`src/rtl/digit_overlay_gen.sv`:
```
// Digit overlay: composites NUM_DIGITS BCD glyphs from an external glyph ROM onto a pixel stream (blink: DIGIT_OVERLAY_BLINK_EN).
// Latency: exactly 2 clka cycles from h_cnt/v_cnt/bg_pixel to pixel_out/hit, one pixel per cycle.
// Backpressure: none; the video stream is never stalled.
module digit_overlay_gen #(
  parameter int NUM_DIGITS   = 4,
  parameter int GLYPH_W      = 64,
  parameter int GLYPH_H      = 64,
  parameter int GAP          = 0,
  parameter int BLINK_FRAMES = 30,
  parameter int ADDR_W       = $clog2(10 * GLYPH_W * GLYPH_H)
) (
  input  logic                    clka,
  input  logic                    rst,
  input  logic [9:0]              h_cnt,
  input  logic [9:0]              v_cnt,
  input  logic [11:0]             bg_pixel,
  input  logic [4*NUM_DIGITS-1:0] digits,
  input  logic [9:0]              origin_x,
  input  logic [9:0]              origin_y,
  input  logic [11:0]             fg_color,
  input  logic                    lz_suppress,
  input  logic [NUM_DIGITS-1:0]   blink_mask,
  output logic [ADDR_W-1:0]       rom_addr,
  input  logic                    rom_data,
  output logic [11:0]             pixel_out,
  output logic                    hit
);

  localparam int PITCH    = GLYPH_W + GAP;
  localparam int REGION_W = NUM_DIGITS * PITCH - GAP;

  logic                    fs;
  logic [4*NUM_DIGITS-1:0] sh_digits;
  logic [9:0]              sh_ox;
  logic [9:0]              sh_oy;
  logic [11:0]             sh_fg;
  logic                    sh_lz;
  logic                    sh_valid;
  logic [NUM_DIGITS-1:0]   blank_mask;

  assign fs = (h_cnt == 10'd0) && (v_cnt == 10'd0);

  always_ff @(posedge clka) begin
    if (rst) begin
      sh_digits <= '0;
      sh_ox     <= '0;
      sh_oy     <= '0;
      sh_fg     <= '0;
      sh_lz     <= 1'b0;
      sh_valid  <= 1'b0;
    end else if (fs) begin
      sh_digits <= digits;
      sh_ox     <= origin_x;
      sh_oy     <= origin_y;
      sh_fg     <= fg_color;
      sh_lz     <= lz_suppress;
      sh_valid  <= 1'b1;
    end
  end

`ifdef DIGIT_OVERLAY_BLINK_EN
  localparam int FC_W = (BLINK_FRAMES > 1) ? $clog2(BLINK_FRAMES) : 1;

  logic [FC_W-1:0]       frame_cnt;
  logic                  blink_phase;
  logic                  sh_phase;
  logic [NUM_DIGITS-1:0] sh_blink;

  // The shadow takes the phase from before this FS's update, so a toggle shows from the following frame.
  always_ff @(posedge clka) begin
    if (rst) begin
      frame_cnt   <= '0;
      blink_phase <= 1'b0;
      sh_phase    <= 1'b0;
      sh_blink    <= '0;
    end else if (fs) begin
      sh_phase <= blink_phase;
      sh_blink <= blink_mask;
      if (frame_cnt == FC_W'(BLINK_FRAMES - 1)) begin
        frame_cnt   <= '0;
        blink_phase <= ~blink_phase;
      end else begin
        frame_cnt <= frame_cnt + 1'b1;
      end
    end
  end

  assign blank_mask = sh_phase ? sh_blink : '0;
`else
  logic unused_blink;
  assign unused_blink = &{1'b0, blink_mask};
  assign blank_mask   = '0;
`endif

  // 11-bit differences: bit 10 set means the scan position is left of / above the origin.
  logic [10:0]       dx;
  logic [10:0]       dy;
  logic [31:0]       xoff;
  logic [31:0]       yoff;
  logic [31:0]       slot;
  logic [31:0]       col;
  logic              in_region;
  logic              lead_zero;
  logic [3:0]        d_sel;
  logic              vis_sel;
  logic              hit_c;
  logic [ADDR_W-1:0] addr_c;

  assign dx        = {1'b0, h_cnt} - {1'b0, sh_ox};
  assign dy        = {1'b0, v_cnt} - {1'b0, sh_oy};
  assign xoff      = {21'd0, dx};
  assign yoff      = {21'd0, dy};
  assign slot      = xoff / 32'(PITCH);
  assign col       = xoff % 32'(PITCH);
  assign in_region = !dx[10] && !dy[10] && (xoff < 32'(REGION_W)) && (yoff < 32'(GLYPH_H));

  always_comb begin
    lead_zero = 1'b1;
    d_sel     = 4'd0;
    vis_sel   = 1'b0;
    for (int s = 0; s < NUM_DIGITS; s++) begin
      lead_zero = lead_zero && (sh_digits[4*(NUM_DIGITS-1-s) +: 4] == 4'd0);
      if (slot == 32'(s)) begin
        d_sel   = sh_digits[4*(NUM_DIGITS-1-s) +: 4];
        vis_sel = sh_valid && (d_sel <= 4'd9) &&
                  !(sh_lz && lead_zero && (s != NUM_DIGITS - 1)) &&
                  !blank_mask[NUM_DIGITS-1-s];
      end
    end
  end

  assign hit_c  = in_region && (col < 32'(GLYPH_W)) && vis_sel;
  assign addr_c = ADDR_W'(32'(d_sel) * 32'(GLYPH_W * GLYPH_H) + yoff * 32'(GLYPH_W) + col);

  logic        hit_s1;
  logic [11:0] bg_s1;
  logic [11:0] fg_s1;

  always_ff @(posedge clka) begin
    if (rst) begin
      rom_addr  <= '0;
      hit_s1    <= 1'b0;
      bg_s1     <= '0;
      fg_s1     <= '0;
      pixel_out <= '0;
      hit       <= 1'b0;
    end else begin
      rom_addr  <= hit_c ? addr_c : '0;
      hit_s1    <= hit_c;
      bg_s1     <= bg_pixel;
      fg_s1     <= sh_fg;
      pixel_out <= (hit_s1 && rom_data) ? fg_s1 : bg_s1;
      hit       <= hit_s1;
    end
  end

endmodule

```
`config.mk`:
```
export PLATFORM = sky130hd
export DESIGN_NAME = digit_overlay_gen
export DESIGN_NICKNAME = d
export VERILOG_FILES = /design/src/rtl/digit_overlay_gen.sv
export SDC_FILE = /design/constraint.sdc
export NUM_CORES = 1
export LEC_CHECK = 0
export BUFFER_PORTS_ARGS = -buffer_cell sky130_fd_sc_hd__buf_2
export CAP_MARGIN = 25
export CORE_ASPECT_RATIO = 1.2
export CORE_UTILIZATION = 48
export DETAILED_ROUTE_END_ITERATION = 10
export GPL_TIMING_DRIVEN = 0
export PLACE_DENSITY_LB_ADDON = 0.08
export SLEW_MARGIN = 10
export SYNTH_ARGS = -nofsm -noshare
export SYNTH_HDL_FRONTEND = slang
export SYNTH_SLANG_ARGS = --single-unit
```
`constraint.sdc`:
```
create_clock -name clka -period 3.3 [get_ports clka]
set_input_delay 0.165 -clock clka [delete_from_list [all_inputs] [get_ports clka]]
set_output_delay 0.165 -clock clka [all_outputs]
set_load 0.01 [all_outputs]
```
==> metrics.txt, run 1 <==
crit-path leading delay family compound AO/OA/AOI/OAI gates; pwr/cell area 396.0 nW/um2; Net Sw Frac 26.02%; Period minus WS final 3284 ps; router iterations before antenna repair 4; share of the yosys chip area belonging to registers 45.35%; PortBufs 111; CP required 3580 ps; flip-flop and latch count after synthesis 104; Die Width 91.28 um; leakage 2.344 nW; most frequent cells in the layout nand2_1 (128), buf_2 (111), dfxtp_1 (103); vias in the first global route 3897; core area 9176 um2; CP max stage cell mux4_2; average vias per placed instance 4.962; Slew Limit Fails 0; Nets 801; DRC errors left 0; Place WS -275.9 ps; H-tree depth 3; Stages on worst setup path 13; final wirelength 10.84 mm; largest net degree at the start of global routing 19; initial antenna violation count 0; Clock Power Share 32.6%; Initial Util 50.03%; commonest non-fill, non-tap cell in the layout nand2_1; worst hold stages 3; Placer Congestion 0.8706; hold crit path type input port to register; Die H 109.1 um; Finish-stage setup viols 0; most used cell, CP a21o_1; NetSw 0.0005898 W; capturing point of the worst reg2reg path rom_addr[15]$_SDFF_PP0_; TritonCTS buffer count 9; peak supply drop 309.3 uV; Worst-path clk slew 100 ps; CP max stage delay 550 ps; Iter 0 DRT Violations 131; total gr overflow 0; element type at the critical path start register; worst-path cell chain ha_4, inv_2, fa_2, a21o_1, a221oi_4, xnor2_4, mux4_2, nor2b_1, ha_1, a21o_1, a21oi_2, xor2_1, nor2_1; die area 9961 um2; clock insertion delay at the later pin of the skew report 380 ps; Final Skew 9.034 ps; global-route wire length before repair 17.49 mm; Hold Crit Start origin_x[6]; Ports 117; final hold vios 0; crit end category register; post-synthesis net count 658; Fin Hold WS 9.327 ps; status complete, no violations; Ant. Diodes 0; Clock Tree Root clkbuf_8; TritonCTS clock tree done; fmax 304.6 MHz; Vias 4029; utilization after layout 62.37%; Buf/Inv on CP 1; TNS Setup 0 ps; Synth Flop Type dfxtp_1; area grow syn2layout 24.67%; share of power burned in registers 56.1%; worst r2r path cells 13; share of layout cells above drive strength 1 22.40%; ys async rst share 0%; Max Root-Sink Buffers 2; yosys warns 0; r2r setup slk 20 ps; Setup CP Type register to register; Detail Placement HPWL 8.019 mm; Post-Synthesis Cells 544; post-synthesis area per instance 8.439 um2; CTS sink cnt 104; synthesized area 4591 um2; WL/cell 13.35 um; WP data arrival 3570 ps; Max Cap Violations 0; RSZ-0062 raised after global routing yes; post-route setup slack 16.50 ps; FP Rows 38; Yosys cell types 47; Slew headroom 64.57%; P_int 0.001677 W; period utilization 99.50%; antenna viol nets, final 0; RR Startpoint sh_ox[0]$_SDFFE_PP0P_; Power Total 0.002266 W; Total Routing Usage GR 22.68%; WHS Endpoint sh_ox[6]$_SDFFE_PP0P_; Post-synth EDFFs 0; Gate power share 11.3%; worst-path fanout max 5; Tightest Pin Transition 531.4 ps
power groups by stage:
stage | Combinational, W | Sequential, W | Clock (W)
final | 0.000256 | 0.00127 | 0.000740
after global routing | 0.000283 | 0.00127 | 0.000808
after CTS | 0.000248 | 0.00127 | 0.000758
after detailed placement | 0.000224 | 0.00130 | 0
after global placement | 0.000220 | 0.00130 | 0
after floorplan | 0.000131 | 0.00130 | 0
cell type report:
| type | count | area, um2 |
|---|---|---|
| Multi-Input combinational cell | 383 | 2337 |
| Clock inverter | 7 | 53.80 |
| Sequential cell | 104 | 2083 |
| Inverter | 32 | 120.1 |
| Tap cell | 120 | 150.1 |
| Timing Repair Buffer | 132 | 745.7 |
| Buffer | 25 | 108.9 |
| Fill cell | 842 | 3453 |
| Clock buffer | 9 | 123.9 |
metrics by stage:
step                area, um2  std cells
detailed placement       5308        775
CTS                      5665        808
global route             5723        812
global placement         5308        775
finish                   5723        812
floorplan                4602        544
worst reg2reg max path, delay by kind of cell, from the launching register on:
kind                       cells  cell delay, ps
AOI/OAI and AO/OA              4             900
adders and majority gates      3             780
muxes                          1             550
DFF                            1             360
xor gates and xnor gates       2             350
and+or+nand+nor                2             220
buffers and inverters          1              30
how the worst max path moves through the flow:
stage                                startpoint                       to  slack [ps]
after detailed placement  sh_ox[5]$_SDFFE_PP0P_  rom_addr[15]$_SDFF_PP0_        -280
final                     sh_ox[0]$_SDFFE_PP0P_  rom_addr[15]$_SDFF_PP0_          20
after CTS                 sh_ox[0]$_SDFFE_PP0P_  rom_addr[15]$_SDFF_PP0_         -40
after global routing      sh_ox[0]$_SDFFE_PP0P_  rom_addr[15]$_SDFF_PP0_        -150
after global placement                 h_cnt[0]  rom_addr[15]$_SDFF_PP0_        -250
after floorplan           sh_ox[0]$_SDFFE_PP0P_  rom_addr[15]$_SDFF_PP0_          20
logic make-up (layout without fill, tap and decap cells):
| family | count (synthesis) | after routing | share of synthesized area [%] |
|---|---|---|---|
| AO/OA/AOI/OAI | 108 | 108 | 13.79 |
| XOR/XNOR | 13 | 13 | 2.644 |
| adder cells (fa/ha/maj) | 26 | 26 | 7.577 |
| buffers and inverters | 57 | 205 | 4.988 |
| flip-flops | 104 | 104 | 45.35 |
| multiplexers | 10 | 10 | 3.298 |
| AND/OR/NAND/NOR | 226 | 226 | 22.35 |
metal layers:
metal / part of all wire [%] / track usage [%] / vias up / routed length, um
met2: 50 / 41.56 / 83 / 5445
met3: 3.4 / 4.254 / 19 / 365
met4: 2.5 / 10.88 / 0 / 275
met5: 0 / 0 / - / 0
li1: - / - / 2090 / -
met1: 44 / 25.43 / 1837 / 4752
cell usage after synthesis, types with 4 or more instances:
master    instances  area share, %
nor2b_1          33            4.5
nand3_1          10            1.1
xor2_1            6            1.1
o21a_1            4           0.65
o21ai_0          10            1.1
clkbuf_1         22            1.8
xnor2_1           6            1.1
ha_1             23            6.3
a21o_1            7            1.1
mux2i_1           5            1.1
nand2_1         128             10
nor4_1            5           0.68
inv_1            32            2.6
dfxtp_1         104             45
nor2_1           28            2.3
a21oi_1          69            7.5
timing repair:
| action | CTS | global route |
|---|---|---|
| endpoints found under the setup margin | 3 | 3 |
| hold buffers | 13 | 0 |
| resized for setup | 6 | 8 |
| pin swaps | 3 | 9 |
| endpoints found under the hold margin | 13 | 0 |
| buffers inserted | 4 | 4 |
state kept, by name, summed over array words and instances, names as in the netlist, 10 cells and up:
name and count:
bg_s1 12, fg_s1 12, pixel_out 12, rom_addr 16, sh_digits 16, sh_fg 12
sh_ox 10, sh_oy 10
Note: power is estimated with default switching activity, not from simulation.
==> inputs of run 2 (changes only) <==
Settings changed: CORE_UTILIZATION 48 to 53, GPL_ROUTABILITY_DRIVEN from default to 0.
Clock period 3.3 ns to 3.4 ns, I/O delays scaled along.
==> metrics.txt, run 2 (same netlist as run 1, synthesis figures left out) <==
status complete, no violations; clock insertion delay at the later pin of the skew report 380 ps; WL/cell 13.55 um; peak supply drop 316.3 uV; Die Width 86.96 um; WP data arrival 3580 ps; TritonCTS clock tree done; Setup CP Type register to register; antenna viol nets, final 0; die area 9039 um2; largest net degree at the start of global routing 19; Max Root-Sink Buffers 2; router iterations before antenna repair 4; core area 8243 um2; FP Rows 36; Total Routing Usage GR 25.29%; element type at the critical path start register; crit end category register; commonest non-fill, non-tap cell in the layout nand2_1; final hold vios 0; area grow syn2layout 25.08%; Final Skew 12.36 ps; Fin Hold WS 12.52 ps; post-route setup slack 137.6 ps; most frequent cells in the layout nand2_1 (128), buf_2 (111), dfxtp_1 (103); Period minus WS final 3262 ps; Clock Tree Root clkbuf_8; Initial Util 55.69%; Ant. Diodes 0; initial antenna violation count 0; pwr/cell area 384.0 nW/um2; total gr overflow 0; DRC errors left 0; RSZ-0062 raised after global routing yes; period utilization 95.95%; TritonCTS buffer count 9; Slew Limit Fails 0; Worst-path clk slew 100 ps; global-route wire length before repair 17.88 mm; average vias per placed instance 5.117; Top Registers rom_addr: 16 flops, sh_digits: 16 flops; leakage 2.318 nW; worst-path fanout max 4; H-tree depth 3; fmax 306.5 MHz; Ports 117; fill count 722; CP required 3720 ps; Nets 799; Slew headroom 62.47%; TNS Setup 0 ps; Finish-stage setup viols 0; Max Cap Violations 0; Place WS -264.9 ps; Iter 0 DRT Violations 127; Vias 4114; Power Total 0.002205 W; CTS sink cnt 104; share of layout cells above drive strength 1 23.33%; vias in the first global route 4070; Tightest Pin Transition 563.0 ps; hold crit path type input port to register; PortBufs 111; Die H 104.0 um; Detail Placement HPWL 7.995 mm; final wirelength 10.89 mm
[run 2: cell count changes in the layout (fill, tap and decap cells not counted), sizes merged]
cell         delta
dlygate4sd3     -4
buf             +2
inv             -2
clkinv          +1
clkbuf          +1
[run 2: worst max-delay path, cell delays in order, from the launching register on]
cell and delay (ps):
dfxtp_2 360, ha_4 130, inv_1 50, fa_2 390, a21o_1 230, a221oi_4 280
buf_6 160, xnor2_4 140, mux4_2 530, nor2b_1 160, ha_2 190, inv_2 60
fa_2 430, nor2_1 100
[run 2: report_power, final]
part | leakage, nW | internal (W) | total, W | switching [W]
clock | 0.0854 | 0.000276 | 0.000713 | 0.000437
sequential | 0.843 | 0.00123 | 0.00123 | 0.00000316
combinational | 1.39 | 0.000129 | 0.000259 | 0.000129
[run 2: metal layers]
layer	GRT usage, %	part of all wire [%]	vias up
li1	-	-	2089
met1	28.56	43	1875
met2	44.66	50	121
met3	5.317	4.8	29
met4	11.55	3.0	0
met5	0	0	-
[run 2: area by class of cell]
type | count | area, um2 | share of cell area [%]
Clock buffer | 10 | 127.6 | 2.223
Tap cell | 114 | 142.6 | 2.484
Sequential cell | 104 | 2083 | 36.28
Timing Repair Buffer | 130 | 732.0 | 12.75
Multi-Input combinational cell | 383 | 2370 | 41.27
Buffer | 25 | 108.9 | 1.896
Clock inverter | 6 | 57.56 | 1.002
Inverter | 32 | 120.1 | 2.092
[run 2: per-stage QoR]
| step | util [%] | instance area, um2 | cells |
|---|---|---|---|
| final | 69.66 | 5742 | 804 |
| after global routing | 69.66 | 5742 | 804 |
| after CTS | 68.35 | 5634 | 799 |
| after detailed placement | 64.16 | 5289 | 769 |
| after global placement | 64.16 | 5289 | 769 |
| after floorplan | - | 4591 | 544 |
[run 2: worst paths after layout]
kind                                             from                 endpoint  slack (ps)  cells after the start
worst max-delay path            sh_ox[0]$_SDFFE_PP0P_  rom_addr[13]$_SDFF_PP0_         140                     13
worst min register to register    fg_s1[9]$_SDFF_PP0_  pixel_out[9]$_SDFF_PP0_         450                      2
worst min-delay path                      bg_pixel[4]      bg_s1[4]$_SDFF_PP0_          10                      2
worst max register to register  sh_ox[0]$_SDFFE_PP0P_  rom_addr[13]$_SDFF_PP0_         140                     13
[run 2: repair_timing]
action	4_1_cts	5_1_grt
hold endpoints to repair	9	0
endpoints found under the setup margin	3	3
setup buffers	5	5
hold buffers	9	0
gates resized for setup	7	18
pin swaps	4	12
==> inputs of run 3 (changes only) <==
Settings changed: CORE_MARGIN from default to 10.
==> metrics.txt, run 3 (same netlist as run 1, synthesis figures left out) <==
fill count 777; final wirelength 11.83 mm; total gr overflow 0; r2r setup slk 90 ps; Slew headroom 63.06%; capturing point of the worst reg2reg path rom_addr[13]$_SDFF_PP0_; Max Cap Violations 0; core area 8518 um2; Total Routing Usage GR 17.91%; fmax 301.9 MHz; TNS Setup 0 ps; crit end category register; Finish-stage setup viols 0; period utilization 97.43%; Nets 799; antenna viol nets, final 0; router iterations before antenna repair 4; FP Rows 37; Clock Tree Root clkbuf_8; vias in the first global route 4137; Hold Crit Start bg_pixel[6]; Top Registers rom_addr: 16 flops, sh_digits: 16 flops; largest net degree at the start of global routing 19; most frequent cells in the layout nand2_1 (128), buf_2 (111), dfxtp_1 (103); commonest non-fill, non-tap cell in the layout nand2_1; leakage 2.338 nW; area grow syn2layout 24.99%; clock insertion delay at the later pin of the skew report 380 ps; Die Width 105.0 um; peak supply drop 371.3 uV; status complete, no violations; element type at the critical path start register; Die H 122.0 um; Ant. Diodes 0; Setup CP Type register to register; RR Startpoint sh_ox[0]$_SDFFE_PP0P_; PortBufs 111; Iter 0 DRT Violations 163; initial antenna violation count 1; worst hold stages 2; worst-path fanout max 4; TritonCTS buffer count 9; Detail Placement HPWL 9.018 mm; worst r2r path cells 14; Slew Limit Fails 0; Final Skew 14.76 ps; WP data arrival 3630 ps; hold crit path type input port to register; pwr/cell area 398.3 nW/um2; H-tree depth 3; Period minus WS final 3313 ps; TritonCTS clock tree done; final hold vios 0; WL/cell 14.65 um; Initial Util 53.89%; global-route wire length before repair 18.81 mm; CTS sink cnt 104; dpl cells 772; average vias per placed instance 5.082; RSZ-0062 raised after global routing yes; DRC errors left 0; Tightest Pin Transition 551.6 ps; Ports 117; Vias 4101; CP required 3720 ps; Cell Count, Final, Fillers Out 807; WHS Endpoint bg_s1[6]$_SDFF_PP0_; die area 12800 um2; Max Root-Sink Buffers 2; Worst-path clk slew 100 ps; share of layout cells above drive strength 1 23.62%
-- run 3: cell types whose count changed in the layout (fill, tap and decap cells not counted), sizes merged --
| cell | previous run | this run |
|---|---|---|
| buf | 124 | 125 |
| clkinv | 4 | 2 |
| bufinv | 0 | 1 |
| inv | 32 | 35 |
| dlygate4sd3 | 9 | 8 |
| clkinvlp | 2 | 1 |
| clkbuf | 32 | 31 |
-- run 3: per-stage QoR --
stage	cell area [um2]	total power [W]	setup WS (ps)	hold WS, ps	util [%]
2_1_floorplan	4591	0.001390	68.20	298.2	-
3_3_place_gp	5293	0.001472	-223.4	380.5	62.13
3_5_place_dp	5293	0.001477	-278.1	381.7	62.13
4_1_cts	5635	0.002279	17.91	5.474	66.16
5_1_grt	5738	0.002375	-41.96	1.811	67.36
6_report	5738	0.002285	87.46	10.91	67.36
-- run 3: routing by layer --
metal	share of wire, %	global-route usage (%)	vias to the layer above	wire [um]
li1	-	-	2085	-
met1	40	19.34	1895	4778
met2	52	32.21	99	6118
met3	5.8	5.441	22	686
met4	2.0	7.045	0	242
met5	0	0	-	0
-- run 3: cell type report --
class                   count  area [um2]  share of cell area [%]
plain buffers              25       108.9                   1.897
clock buffers               9       123.9                   2.159
clock inverters             7       76.32                   1.330
inverters                  32       120.1                   2.093
multi-input cells         383        2350                   40.95
flip-flops and latches    104        2083                   36.31
well taps                 117       146.4                   2.551
repair buffers            130       729.5                   12.71
-- run 3: critical path, cell delays in order (launching register included) --
cell and delay (ps):
dfxtp_2 360, ha_4 130, inv_2 40, fa_2 380
a21o_1 220, a221oi_4 260, buf_6 160, xnor2_4 140
buf_6 130, mux4_2 490, nor2b_4 150, ha_2 210
inv_2 60, fa_2 430, nor2_1 90
-- run 3: how the worst max path moves through the flow --
stage                     startpoint                       to  slack (ps)  cells past startpoint
3_5_place_dp                h_cnt[0]  rom_addr[15]$_SDFF_PP0_        -280                     15
4_1_cts        sh_ox[0]$_SDFFE_PP0P_  rom_addr[13]$_SDFF_PP0_          20                     13
5_1_grt        sh_ox[0]$_SDFFE_PP0P_  rom_addr[13]$_SDFF_PP0_         -40                     14
3_3_place_gp                h_cnt[0]  rom_addr[15]$_SDFF_PP0_        -220                     15
2_1_floorplan  sh_ox[0]$_SDFFE_PP0P_  rom_addr[15]$_SDFF_PP0_          70                     13
6_report       sh_ox[0]$_SDFFE_PP0P_  rom_addr[13]$_SDFF_PP0_          90                     14
-- run 3: what timing repair did --
action | CTS | global route
endpoints found under the setup margin | 3 | 3
gates resized for setup | 8 | 16
hold buffers | 8 | 0
endpoints found under the hold margin | 8 | 0
setup buffers | 4 | 7
pin swaps | 3 | 9
gates cloned | 0 | 0
-- run 3: power by group --
| part | internal [W] | switching (W) | leakage, nW | total, W |
|---|---|---|---|---|
| Combinational | 0.000126 | 0.000128 | 1.39 | 0.000254 |
| Clock | 0.000349 | 0.000449 | 0.102 | 0.000797 |
| Sequential | 0.00123 | 0.00000351 | 0.843 | 0.00123 |
